===== src/rtl/regfile_sb.sv =====
// regfile_sb: 2R1W register file with sync reset, zero register, write bypass and busy scoreboard.
module regfile_sb #(
  parameter int DATA_W   = 64,
  parameter int ADDR_W   = 5,
  parameter int ZERO_REG = 1,
  parameter int BYPASS   = 1
) (
  input  logic              clk,
  input  logic              rst,
  input  logic              we,
  input  logic [ADDR_W-1:0] rw,
  input  logic [DATA_W-1:0] din,
  input  logic              re,
  input  logic [ADDR_W-1:0] ra,
  input  logic [ADDR_W-1:0] rb,
  output logic [DATA_W-1:0] douta,
  output logic [DATA_W-1:0] doutb,
  input  logic              rsv_en,
  input  logic [ADDR_W-1:0] rsv_addr,
  output logic              busy_a,
  output logic              busy_b,
  output logic              err_wr
);
  localparam int DEPTH = 2**ADDR_W;
  logic [DATA_W-1:0] mem [DEPTH];
  logic [DEPTH-1:0]  busy, busy_n;
  logic              wr_ok, rsv_ok, zero_a, zero_b;
  logic [DATA_W-1:0] rd_a, rd_b;
  assign wr_ok  = we && !(ZERO_REG != 0 && rw == '0);
  assign rsv_ok = rsv_en && !(ZERO_REG != 0 && rsv_addr == '0);
  assign zero_a = ZERO_REG != 0 && ra == '0;
  assign zero_b = ZERO_REG != 0 && rb == '0;
  assign rd_a   = zero_a ? '0 : (BYPASS != 0 && wr_ok && rw == ra) ? din : mem[ra];
  assign rd_b   = zero_b ? '0 : (BYPASS != 0 && wr_ok && rw == rb) ? din : mem[rb];
  // A reservation in the same cycle as the write wins, so set after clear.
  always_comb begin
    busy_n = busy;
    if (wr_ok) busy_n[rw] = 1'b0;
    if (rsv_ok) busy_n[rsv_addr] = 1'b1;
  end
  always_ff @(posedge clk) begin
    if (rst) begin
      for (int i = 0; i < DEPTH; i++) mem[i] <= '0;
      busy   <= '0;
      douta  <= '0;
      doutb  <= '0;
      busy_a <= 1'b0;
      busy_b <= 1'b0;
      err_wr <= 1'b0;
    end else begin
      if (wr_ok) mem[rw] <= din;
      busy   <= busy_n;
      err_wr <= wr_ok && !busy[rw];
      if (re) begin
        douta  <= rd_a;
        doutb  <= rd_b;
        busy_a <= busy_n[ra];
        busy_b <= busy_n[rb];
      end
    end
  end
endmodule


===== config.mk =====
export PLATFORM = sky130hd
export DESIGN_NAME = regfile_sb
export DESIGN_NICKNAME = d
export VERILOG_FILES = /design/src/rtl/regfile_sb.sv
export SDC_FILE = /design/constraint.sdc
export NUM_CORES = 2
export LEC_CHECK = 0
export ABC_CLOCK_PERIOD_IN_PS = 5900
export BUFFER_PORTS_ARGS = -buffer_cell sky130_fd_sc_hd__buf_2
export CELL_PAD_IN_SITES_DETAIL_PLACEMENT = 0
export CELL_PAD_IN_SITES_GLOBAL_PLACEMENT = 1
export CORE_AREA = 2 2 627 629
export DETAILED_ROUTE_END_ITERATION = 8
export DIE_AREA = 0 0 629 631
export PLACE_DENSITY = 0.54
export SLEW_MARGIN = 25
export SYNTH_ARGS = -nofsm -noshare
export SYNTH_HDL_FRONTEND = slang
export SYNTH_SLANG_ARGS = --single-unit

===== constraint.sdc =====
create_clock -name clk -period 5.9 [get_ports clk]
set_input_delay 0 -clock clk [delete_from_list [all_inputs] [get_ports clk]]
set_output_delay 0 -clock clk [all_outputs]
set_load 0.005 [all_outputs]

# Word level (Yosys, flattened, before mapping)
# Memory sizes are Yosys's and may differ from the RTL's.
# Index checks and enable logic that the tools add are counted.
# Widths: inputs -> output; s select.
# op_classes
n_lt_le_gt_ge	6
n_eq_ne	2
n_mux	24
bitwise	3
n_reduce_logical	15
# op_table
operator	n
$mux 64	5
$mux 32	2
$reduce_or 64->1	1
$and 32x32->32	1
$not 32->32	1
$or 32x32->32	1
$lt 5x6->1 const B	4
$logic_not 5->1	4
$bmux 1 s5	3
$mux 1	11
$demux 1 s5	2
$eq 5x5->1	2
$ge 5x1->1 const B	2
$logic_and 1x1->1	7
$mux 5	1
$logic_not 1->1	3
# word_totals
regBits	163
ramBits	2048
in_bits	89
elab_cells	57
n_memories	1
# memory_table
memory	depth	word_bits	rd	rd_ports_with_merged_regs	wr	line_no	text
mem	32	64	2	0	32	25	logic [DATA_W-1:0] mem [DEPTH];

# Longest topological paths before layout
# depth
word_depth	11
depth_mapped	11
ltp_nobuf	7

# Worst setup path before layout
# No wires, ideal clock.
# synth_timing
path_kind	input port to flip-flop
start	input rw[3]
end	memory mem[18][0] (enable)
t_arrival_ns	3.792
path_slack_ns	1.609
stages	5
path_buffers	3
path_cell_list	buf_6 > buf_6 > or3b_1 > buf_2 > o21bai_1
# synth_lines
element	line_no	text
from (decl)	11	input logic [ADDR_W-1:0] rw,
to (decl)	25	

# Worst setup path in the final report
# layout_timing
start	input ra[2]
end	register douta[18]
# layout_via
elab_chain_len	4
elab_cells_between_ends	6
classes_between	eq/ne (1); mux (2); reduce/logical (2); memory (1)
# layout_rtl
element	line_no	text
from (decl)	14	input logic [ADDR_W-1:0] ra,
parallel branches: the longest is 3 deep, another holds $mem_v2 32x64	n/a	
$mux 64 *	33	assign rd_a = zero_a ? '0 : (BYPASS != 0 && wr_ok && rw == ra) ? din : mem[ra];
to (signal assigned)	55	douta <= rd_a;
to (decl)	16	output logic [DATA_W-1:0] douta,
# Mark *: on every way between the ends.
# A chain may end at the register's enable or synchronous reset.

==> impl_metrics.yaml <==
outcome:
  status: "finished, final reports clean"
sta:
  period_needed_ns: 3.74
  worst_slew_pin_slew_ns: 1.21
  finalHoldViolations: 0
  setup_viol: 0
  fin_skew_ns: 0.0600
  relSlewSlack_pct: 19.3
  setup_slack_ns: 2.16
  finalMaxSlewViolations: 0
  setup_tns_ns: 0
  finalCritPeriodShare_pct: 63.5
  fmax_mhz: 267
  rsz0062_at_grt: "false"
yosys:
  synth_xor_area_share_pct: 0.0751
  synthAdderAreaFrac_pct: 0
  synth_compound_gate_area_share_pct: 9.14
  synth_top_family_by_area: "multiplexers"
  ys_types: 67
  ys_warn_count: 0
  synthMuxAreaShare_pct: 19.4
  synth_seq_cells: 2211
  ys_seq_area_share_pct: 55.5
  postSynthAreaPerCell_um2: 13.1
  synthCells: 8868
  synth_simple_gate_area_share_pct: 12.7
  async_reset_ff_share_pct: 0
  ys.flop_type: "edfxtp_1"
  netlist_area_um2: 117000
  synth_edf_count: 2048
floorplan:
  initial_utilization_pct: 29.8
  rows: 230
  die_h_um: 631
  chipWidth_um: 629
  fp.dieArea_um2: 397000
  coreArea_um2: 391000
  pin_count: 220
global_route:
  use_met2_pct: 41.0
  use_met3_pct: 4.23
  grtUsageMet1_pct: 34.4
  grt_antenna_before_repair: 67
  grt-busiest-layer: "met2"
  grt_pass1_wl_mm: 697
  grtUsageTotal_pct: 25.2
  grt_max_degree: 111
  grt_overflow_total: 0
  grt_pass1_vias: 81765
power:
  p_seq_share_pct: 45.7
  vdd_drop_max_mv: 0.264
  p_sw_mw: 10.9
  p_per_area_nw_per_um2: 303
  switching_share_pct: 26.8
  p_leak_nw: 47.2
  p_int_mw: 29.7
  combPwrFrac_pct: 11.8
  p_clk_share_pct: 42.5
routing:
  via_per_inst: 5.71
  drt-total-wl_mm: 512
  vias: 81827
  drc_errors: 0
  ant_nets: 0
  drtPass1Iterations: 8
  wl_per_cell_um: 35.8
  drtIter0Drc: 10609
placement:
  dpl.hpwl_mm: 272
  place_congestion: 0.795
  port_buffers: 219
  place_worst_setup_slack_ns: 2.23
  placed_cells: 13691
final_layout:
  area_growth_pct: 15.0
  mostFrequentLayoutCells: "2,048 x edfxtp_1, 1,987 x and2_1, 758 x mux2i_1"
  drive_gt1_share_pct: 18.9
  final_cells: 14325
  layout_commonest_cell: "edfxtp_1"
  fin_nets: 8934
setup_path:
  reg2reg_setup_slack_ns: 2.89
  critical_path_class: "in -> reg"
  critPathLaunchType: "input port"
  cp_num_cells: 8
  ff2ff_path_depth: 6
  critPathCapture: "douta[18]"
  required_ns: 6.69
  startpoint: "ra[2]"
  crit_buf_inv: 4
  r2r-start: "mem[3][28]"
  slowest_stage: "nand2b_4"
  rr_endpoint: "doutb[28]"
  end_kind: "register"
  arrival_ns: 4.53
  cp_max_fo: 34
  path_cells: "dlygate4sd3_1 > buf_2 > or2_4 > o41ai_1 > nand2b_4 > buf_4 > o21ai_0 > dlygate4sd3_1"
  cpMostUsedCell: "dlygate4sd3_1"
  slowest_delay_ns: 1.05
  path_delay_family: "buffers and inverters"
clock_tree:
  path_clk_slew_ns: 0.05
  clkLatencyLatePin_ns: 0.92
  root_buffer: "clkbuf_16"
  postCtsSetupBuffers: 0
  cts_tree: "done"
  cts-buffers-inserted: 274
  cts_max_level: 5
  numClockSinks: 2211
  cts_max_path_buffers: 4
flow_run:
  maxCapViolCount: 0
min_path:
  hp-class: "in -> reg"
worst min-delay path: cells and delay by family:
kind	cells	cell delay (ns)
muxes	1	0.33
and+or+nand+nor	2	0.17
AOI/OAI and AO/OA	2	0.20
buffers and inverters	1	0.25
stage by stage:
step | hold WS, ns | instance area [um^2] | power (mW) | utilization, %
floorplan | 0.131 | 117000 | 21.4 | -
global placement | 0.402 | 124000 | 23.5 | 31.7
detailed placement | 0.393 | 124000 | 23.6 | 31.8
CTS | 0.0558 | 134000 | 40.8 | 34.3
global route | 0.177 | 134000 | 41.7 | 34.3
finish | 0.0944 | 134000 | 40.6 | 34.3
sequential cells by signal, summed over array words and instances (netlist names):
register and count:
busy_a 1, err_wr 1, busy 32, mem 2048, busy_b 1, douta 64, doutb 64
how the worst min path moves through the flow:
stage / start / end / slack (ns) / depth (start not counted)
floorplan: din[10] / douta[10] / 0.13 / 2
global placement: err_wr / err_wr / 0.40 / 1
detailed placement: err_wr / err_wr / 0.39 / 1
CTS: rb[1] / doutb[62] / 0.06 / 6
global route: rw[1] / err_wr / 0.18 / 5
finish: ra[1] / douta[0] / 0.09 / 6
cells in the mapped netlist (3+ instances only):
| master | count | area, um^2 |
|---|---|---|
| a21o_1 | 3 | 22.5 |
| mux2_2 | 253 | 2850 |
| dfxtp_1 | 163 | 3260 |
| a22oi_1 | 401 | 3010 |
| buf_4 | 12 | 90.1 |
| nand2_1 | 108 | 405 |
| and4b_1 | 4 | 40.0 |
| a221oi_1 | 253 | 2220 |
| and3b_1 | 4 | 35.0 |
| o21ai_1 | 30 | 150 |
| o21bai_1 | 11 | 82.6 |
| buf_1 | 44 | 165 |
| nand3_1 | 137 | 686 |
| o211ai_1 | 67 | 503 |
| buf_6 | 3 | 33.8 |
| nand3b_1 | 6 | 45.0 |
| xnor2_1 | 4 | 35.0 |
| buf_2 | 165 | 826 |
| edfxtp_1 | 2048 | 61500 |
| xor2_1 | 6 | 52.6 |
| and2_1 | 1987 | 12400 |
| nor2_1 | 194 | 728 |
| clkbuf_1 | 684 | 2570 |
| a21oi_1 | 271 | 1360 |
| mux2i_1 | 758 | 7590 |
| mux4_2 | 539 | 12100 |
| nand2b_1 | 30 | 188 |
| nor2b_1 | 7 | 43.8 |
| o21ai_0 | 617 | 3090 |
power by group through the flow:
stage	clock network, mW	logic (mW)	registers [mW]
after detailed placement	0	4.70	18.9
after CTS	17.5	4.76	18.5
after global placement	0	4.69	18.8
after global routing	18.0	5.01	18.6
after floorplan	0	2.73	18.7
final	17.2	4.80	18.5
layer usage:
metal,share of wire (%),vias up,wire [um]
met2,47,4121,238000
met1,42,43270,215000
li1,-,33670,-
met5,0.0053,-,27
met3,8.4,762,42800
met4,3.1,4,15700
logic make-up after synthesis:
| group | Yosys count |
|---|---|
| simple gates | 2505 |
| xor+xnor | 10 |
| mux | 1550 |
| buf+inv | 912 |
| other cells | 1 |
| flops | 2211 |
| compound gates | 1679 |
area by class of cell:
cell class,instances,area [um^2]
Timing Repair Buffer,546,4860
Sequential cell,2211,64800
Fill cell,38033,257000
Multi-Input combinational cell,5808,49000
Clock buffer,382,7610
Clock inverter,120,1260
Tap cell,5220,6530
Antenna cell,34,85.1
Inverter,4,27.5
repair_timing:
action | in CTS | in global routing
hold buffers | 97 | 0
hold endpoints to repair | 2170 | 0
resized for setup | 0 | 0
No activity file was read; power rests on OpenSTA's default activity.
